## config.mk

```make
export PLATFORM = sky130hd
export DESIGN_NAME = pc_fetch_unit_flat
export DESIGN_NICKNAME = d
export VERILOG_FILES = /design/src/rtl/pc_fetch_unit_pkg.sv /design/src/rtl/pc_fetch_unit_if.sv /design/src/rtl/pc_fetch_unit_npc_calc.sv /design/src/rtl/pc_fetch_unit.sv /design/src/flat_wrapper.sv
export SDC_FILE = /design/constraint.sdc
export NUM_CORES = 1
export LEC_CHECK = 0
export CORE_MARGIN = 2
export CORE_UTILIZATION = 50
export DETAILED_ROUTE_END_ITERATION = 6
export MAX_ROUTING_LAYER = met4
export PLACE_DENSITY = 0.86
export SLEW_MARGIN = 20
export SYNTH_ARGS = -nofsm -noshare
export SYNTH_HDL_FRONTEND = slang
export SYNTH_SLANG_ARGS = --single-unit
```

## constraint.sdc

```tcl
create_clock -name clk -period 8.1 [get_ports clk]
set_input_delay 0.81 -clock clk [delete_from_list [all_inputs] [get_ports clk]]
set_output_delay 0.81 -clock clk [all_outputs]
set_load 0.1 [all_outputs]
```

## src/rtl/pc_fetch_unit_pkg.sv

```systemverilog
// Shared encodings for the PC fetch unit: next-PC select, FSM states and default reset PC.
package pc_fetch_unit_pkg;

  typedef enum logic [1:0] {
    NPC_SEQ    = 2'b00,
    NPC_BRANCH = 2'b01,
    NPC_JUMP   = 2'b10,
    NPC_JREG   = 2'b11
  } npc_sel_e;

  typedef enum logic {
    ST_RUN  = 1'b0,
    ST_HALT = 1'b1
  } state_e;

  localparam logic [31:0] DEF_RESET_PC = 32'h0000_3000;
  localparam int          DEF_IM_WORDS = 1024;

endpackage

```

## src/rtl/pc_fetch_unit_if.sv

```systemverilog
// Redirect-request and fetch-status bundle between the core and the PC fetch unit.
interface pc_fetch_if;
  import pc_fetch_unit_pkg::*;

  logic        stall;
  npc_sel_e    npc_sel;
  logic        br_taken;
  logic [15:0] imm16;
  logic [25:0] instr_index;
  logic [31:0] jr_target;
  logic [31:0] pc;
  logic [31:0] pc_plus4;
  logic [9:0]  im_addr;
  logic [31:0] fetch_cnt;
  logic        addr_err;

  modport master (
    output stall, npc_sel, br_taken, imm16, instr_index, jr_target,
    input  pc, pc_plus4, im_addr, fetch_cnt, addr_err
  );

  modport slave (
    input  stall, npc_sel, br_taken, imm16, instr_index, jr_target,
    output pc, pc_plus4, im_addr, fetch_cnt, addr_err
  );
endinterface

```

## src/rtl/pc_fetch_unit_npc_calc.sv

```systemverilog
// Combinational next-PC generator: sequential, PC-relative branch, j/jal region jump, jr.
module npc_calc
  import pc_fetch_unit_pkg::*;
(
  input  logic [31:0] i_pc,
  input  npc_sel_e    i_npc_sel,
  input  logic        i_br_taken,
  input  logic [15:0] i_imm16,
  input  logic [25:0] i_instr_index,
  input  logic [31:0] i_jr_target,
  output logic [31:0] o_pc_plus4,
  output logic [31:0] o_npc
);

  logic [31:0] w_br_off;

  assign o_pc_plus4 = i_pc + 32'd4;
  // Branch offset counts words from the delay-free pc+4.
  assign w_br_off   = {{14{i_imm16[15]}}, i_imm16, 2'b00};

  always_comb begin
    o_npc = o_pc_plus4;
    case (i_npc_sel)
      NPC_SEQ:    o_npc = o_pc_plus4;
      NPC_BRANCH: o_npc = i_br_taken ? (o_pc_plus4 + w_br_off) : o_pc_plus4;
      NPC_JUMP:   o_npc = {o_pc_plus4[31:28], i_instr_index, 2'b00};
      NPC_JREG:   o_npc = i_jr_target;
      default:    o_npc = o_pc_plus4;
    endcase
  end

endmodule

```

## src/rtl/pc_fetch_unit.sv

```systemverilog
// PC register, fetch counter and RUN/HALT control. Define ADDR_CHECK_EN to enable the
// fetch-window fault check (sticky addr_err, halt until reset); otherwise npc always loads.
module pc_fetch_unit
  import pc_fetch_unit_pkg::*;
#(
  parameter logic [31:0] RESET_PC = DEF_RESET_PC,
  parameter int          IM_WORDS = DEF_IM_WORDS
) (
  input  logic        clk,
  input  logic        rst,
  pc_fetch_if.slave   bus
);

`ifdef ADDR_CHECK_EN
  localparam bit CHECK = 1'b1;
`else
  localparam bit CHECK = 1'b0;
`endif

  // 33-bit window end so RESET_PC near the top of the map cannot wrap the bound.
  localparam logic [32:0] WIN_END = {1'b0, RESET_PC} + (33'(IM_WORDS) * 33'd4);

  logic [31:0] r_pc;
  logic [31:0] r_fetch_cnt;
  state_e      r_state;
  state_e      w_state_nxt;
  logic [31:0] w_npc;
  logic [31:0] w_pc_plus4;
  logic        w_bad;
  logic        w_fault;
  logic        w_load;

  npc_calc u_npc_calc (
    .i_pc          (r_pc),
    .i_npc_sel     (bus.npc_sel),
    .i_br_taken    (bus.br_taken),
    .i_imm16       (bus.imm16),
    .i_instr_index (bus.instr_index),
    .i_jr_target   (bus.jr_target),
    .o_pc_plus4    (w_pc_plus4),
    .o_npc         (w_npc)
  );

  assign w_bad   = (w_npc[1:0] != 2'b00) || (w_npc < RESET_PC) || ({1'b0, w_npc} >= WIN_END);
  assign w_fault = CHECK && w_bad;

  always_ff @(posedge clk or posedge rst) begin
    if (rst) r_state <= ST_RUN;
    else     r_state <= w_state_nxt;
  end

  always_comb begin
    w_state_nxt = r_state;
    w_load      = 1'b0;
    case (r_state)
      ST_RUN: begin
        if (!bus.stall) begin
          if (w_fault) w_state_nxt = ST_HALT;
          else         w_load      = 1'b1;
        end
      end
      ST_HALT: w_state_nxt = ST_HALT;
      default: w_state_nxt = ST_RUN;
    endcase
  end

  always_ff @(posedge clk or posedge rst) begin
    if (rst) begin
      r_pc        <= RESET_PC;
      r_fetch_cnt <= 32'd0;
    end else if (w_load) begin
      r_pc        <= w_npc;
      r_fetch_cnt <= r_fetch_cnt + 32'd1;
    end
  end

`ifdef ADDR_CHECK_EN
  logic r_addr_err;

  always_ff @(posedge clk or posedge rst) begin
    if (rst)                                               r_addr_err <= 1'b0;
    else if (r_state == ST_RUN && w_state_nxt == ST_HALT) r_addr_err <= 1'b1;
  end

  assign bus.addr_err = r_addr_err;
`else
  assign bus.addr_err = 1'b0;
`endif

  assign bus.pc        = r_pc;
  assign bus.pc_plus4  = w_pc_plus4;
  assign bus.im_addr   = r_pc[11:2];
  assign bus.fetch_cnt = r_fetch_cnt;

endmodule

```

## src/flat_wrapper.sv

```systemverilog
// flat-port wrapper written by rule: the top's interface ports become plain ports
module pc_fetch_unit_flat import pc_fetch_unit_pkg::*;
#(
  parameter logic [31:0] RESET_PC = DEF_RESET_PC,
  parameter int          IM_WORDS = DEF_IM_WORDS
)
  (clk, rst, bus_stall, bus_npc_sel, bus_br_taken, bus_imm16, bus_instr_index, bus_jr_target, bus_pc, bus_pc_plus4, bus_im_addr, bus_fetch_cnt, bus_addr_err);
  pc_fetch_if bus_i ();
  input  logic clk;
  input  logic rst;
  input wire logic [$bits(bus_i.stall)-1:0] bus_stall;
  input wire logic [$bits(bus_i.npc_sel)-1:0] bus_npc_sel;
  input wire logic [$bits(bus_i.br_taken)-1:0] bus_br_taken;
  input wire logic [$bits(bus_i.imm16)-1:0] bus_imm16;
  input wire logic [$bits(bus_i.instr_index)-1:0] bus_instr_index;
  input wire logic [$bits(bus_i.jr_target)-1:0] bus_jr_target;
  output wire logic [$bits(bus_i.pc)-1:0] bus_pc;
  output wire logic [$bits(bus_i.pc_plus4)-1:0] bus_pc_plus4;
  output wire logic [$bits(bus_i.im_addr)-1:0] bus_im_addr;
  output wire logic [$bits(bus_i.fetch_cnt)-1:0] bus_fetch_cnt;
  output wire logic [$bits(bus_i.addr_err)-1:0] bus_addr_err;
  assign bus_i.stall = bus_stall;
  assign bus_i.npc_sel = bus_npc_sel;
  assign bus_i.br_taken = bus_br_taken;
  assign bus_i.imm16 = bus_imm16;
  assign bus_i.instr_index = bus_instr_index;
  assign bus_i.jr_target = bus_jr_target;
  assign bus_pc = bus_i.pc;
  assign bus_pc_plus4 = bus_i.pc_plus4;
  assign bus_im_addr = bus_i.im_addr;
  assign bus_fetch_cnt = bus_i.fetch_cnt;
  assign bus_addr_err = bus_i.addr_err;
  pc_fetch_unit #(.RESET_PC(RESET_PC), .IM_WORDS(IM_WORDS)) u_core (.clk(clk), .rst(rst), .bus(bus_i));
endmodule
```

==> key figures <==
Worst hold path
  • Hold WC Path Type: reg2reg

Global route
  • Total grt overflow: 0
  • Total track usage: 0.325
  • Largest net degree at the start of global routing: 65
  • Initial antenna violation count: 0
  • First-pass GRT wire length: around 32000 um
  • Vias in the first global route: between 5000 and 6000

Final layout
  • Most frequent cells in the layout: clkdlybuf4s50_1 (185), nand2_1 (84), nor2_1 (62), dfrtp_1 (62), xnor2_1 (53)
  • Antenna Cells: 0
  • Layout cells sized above 1: 0.0525
  • Nets@finish: 989
  • Most common cell after layout, fill and taps aside: clkdlybuf4s50_1
  • Layout area overhead: 38.0%
  • Fin area: 8000 um2

Setup path
  • R2R cell count: 15
  • Crit path arrival time: 3.81 ns
  • Kind of critical path: reg2out
  • R2R Path End: u_core.bus.pc[31]
  • Crit-path max FO: 7
  • Req. time, crit path: 7.29 ns
  • Startpoint types: flop
  • Critical path capture point type: primary output
  • Critical Path End: bus_pc_plus4[28]
  • R2R Path Start: u_core.bus.pc[3]
  • Reg2Reg Setup Slack: ~3.6 ns
  • Critical Path Source: u_core.bus.pc[3]

Synth
  • Asr flop ratio synth: 1.00
  • Yosys warnings: 0
  • Post-synth EDFFs: 0
  • Mapped Area: around 5800 um2
  • #FFs+latches synth: 64
  • Yosys cell types: 70
  • Main synth FF type: dfrtp_1
  • Syn Nets: 826
  • Sequential area share after synthesis: 0.277
  • Post-Syn Instances: a little over 700
  • Average size of a mapped cell: between 8 and 9 um2

CTS
  • CTS max path bufs: 2
  • CTS tree: yes
  • Post-CTS Setup Bufs: 0
  • Resized Gates After CTS: 0
  • Hold buffer count at cts: 0
  • Root Driver: clkbuf_16
  • Htree depth: 3
  • Total CTS buffers: 9
  • Sink Count: 64
  • Register clock-pin slew on the reported worst setup and hold paths: 0.06 ns
  • Clock latency at the later pin of the worst-skew pair: ~0.33 ns

Power and ir drop
  • Leakage: ~3.3 nW
  • PD cells: between 300 and 400 nW/um2
  • Peak supply drop: ~320 uV

STA
  • Slew @ Worst Pin: about 1.0 ns
  • # setup viols final: 0
  • Total negative setup slack: 0 ns
  • Max Clock Skew: between 0.008 and 0.009 ns
  • RSZ-0062 raised after global routing: false
  • Endpoints failing hold: 0
  • Final Max Slew Viols: 0
  • Worst rel slew slack: 0.301
  • Final Hold Slack: just under 0.5 ns
  • Final min period: 4.62 ns
  • Fmax: around 0.22 GHz
  • Fin crit share: 0.570

Place
  • Final HPWL DP: 15200 um
  • Final Wtd Congestion: 0.907
  • Post-DP Area: roughly 7700 um2
  • PortBufs: approximately 190

Floorplanning
  • Die Height: between 100 and 150 um
  • Total die area: between 10000 and 15000 um2
  • Starting Density: 0.510
  • # rows: 39
  • Die width: 112 um
  • I/O Pins: about 190
  • Core footprint: 11400 um2

Routing
  • DR pass1 iterations: 5
  • ANT nets after route: 0
  • Vias per inst: around 6.2
  • Final WL: between 20000 and 25000 um
  • DR vias: 6335
  • 1st-iter DRT viols: slightly above 600
  • Wirelength per Cell: about 20 um
  • DRC violations left: 0

Run status
  • Status: complete, no violations

Flow run
  • MaxCap Viol Count: 0
-- synth_stat cells, types with 3 or more instances --
cell type / instances / share of area
nor2b_1: 6 / 0.0065
mux2i_1: 6 / 0.010
nor3_1: 12 / 0.010
o22ai_1: 9 / 0.0097
o211ai_1: 8 / 0.010
nand2b_1: 6 / 0.0065
a221o_1: 3 / 0.0052
inv_1: 18 / 0.012
and4_1: 8 / 0.012
xnor2_1: 53 / 0.080
o21ai_0: 43 / 0.037
o21a_1: 9 / 0.012
a21boi_0: 4 / 0.0052
nand4_1: 17 / 0.018
a22oi_1: 4 / 0.0052
o221ai_1: 9 / 0.014
nor4_1: 4 / 0.0043
a21oi_1: 51 / 0.044
o31ai_1: 7 / 0.0091
buf_1: 4 / 0.0026
and2_1: 6 / 0.0065
nand3_1: 27 / 0.023
xor2_1: 27 / 0.041
mux2_2: 11 / 0.021
clkbuf_1: 18 / 0.012
nand2_1: 84 / 0.054
buf_4: 13 / 0.017
o21ai_1: 3 / 0.0026
a221oi_1: 4 / 0.0060
a31oi_1: 5 / 0.0054
and3_1: 7 / 0.0076
ha_1: 36 / 0.078
nor2_1: 62 / 0.040
dfrtp_1: 62 / 0.27
a21o_1: 13 / 0.017
-- report_power, final --
part / switching, mW / total, mW / internal (mW)
Clock: 0.156 / 0.428 / 0.273
Combinational: 1.18 / 1.62 / 0.441
Sequential: 0.0908 / 0.463 / 0.372
Total: 1.43 / 2.51 / 1.09
-- metrics by stage --
step           total power [mW]   util  cells  setup WS, ns
6_report                   2.51  0.703   1020          3.48
4_1_cts                    2.50  0.703   1020          3.50
5_1_grt                    2.60  0.703   1020          3.31
3_5_place_dp               2.06  0.674   1004          3.69
2_1_floorplan              1.68      -    709          2.04
3_3_place_gp               2.04  0.674   1004          3.81
-- sequential cells by signal, indices dropped and copies added (netlist names) --
signal and cells:
u_core.bus.fetch_cnt 32, u_core.bus.pc 32
-- worst min-delay path by stage --
stage / start / to / slack [ns] / cells after the start
6_report: u_core.bus.fetch_cnt[31] / u_core.bus.fetch_cnt[31] / 0.48 / 1
5_1_grt: u_core.bus.fetch_cnt[31] / u_core.bus.fetch_cnt[31] / 0.50 / 1
4_1_cts: u_core.bus.fetch_cnt[31] / u_core.bus.fetch_cnt[31] / 0.49 / 1
3_5_place_dp: u_core.bus.fetch_cnt[31] / u_core.bus.fetch_cnt[31] / 0.48 / 1
3_3_place_gp: u_core.bus.fetch_cnt[31] / u_core.bus.fetch_cnt[31] / 0.46 / 1
2_1_floorplan: u_core.bus.pc[13] / u_core.bus.pc[13] / 0.78 / 1
-- cell type report --
cell class                      instances  area [um2]
Multi-Input combinational cell        588        3920
Clock inverter                          7         104
Tap cell                              143         179
Fill cell                             890        3370
Timing Repair Buffer                  190        1890
Sequential cell                        64        1600
Inverter                               19        71.3
Clock buffer                            9         225
-- cells by family (layout without fill, tap and decap cells) --
logic type | count (synthesis) | after routing | share of synthesized area
adder cells (fa/ha/maj) | 37 | 37 | 0.0812
XOR/XNOR | 80 | 80 | 0.121
other | 1 | 1 | 0.000647
multiplexers | 18 | 18 | 0.0356
AO/OA/AOI/OAI | 199 | 199 | 0.224
buffers and inverters | 57 | 225 | 0.0460
AND/OR/NAND/NOR | 253 | 253 | 0.215
flip-flops | 64 | 64 | 0.277
-- layer usage --
metal  track usage  part of all wire
met5             -                 0
met4         0.121             0.034
met3        0.0408             0.080
met2         0.504              0.47
met1         0.438              0.42
-- critical path: stages, from the launching register on --
cell and delay [ns]:
dfrtp_1 0.46, ha_1 0.29, nand3_1 0.22, nor4b_4 0.48, nand2_1 0.26, nor2_1 0.29
xor2_1 0.27, clkdlybuf4s50_1 1.19
Power figures use the tool's default switching activity.
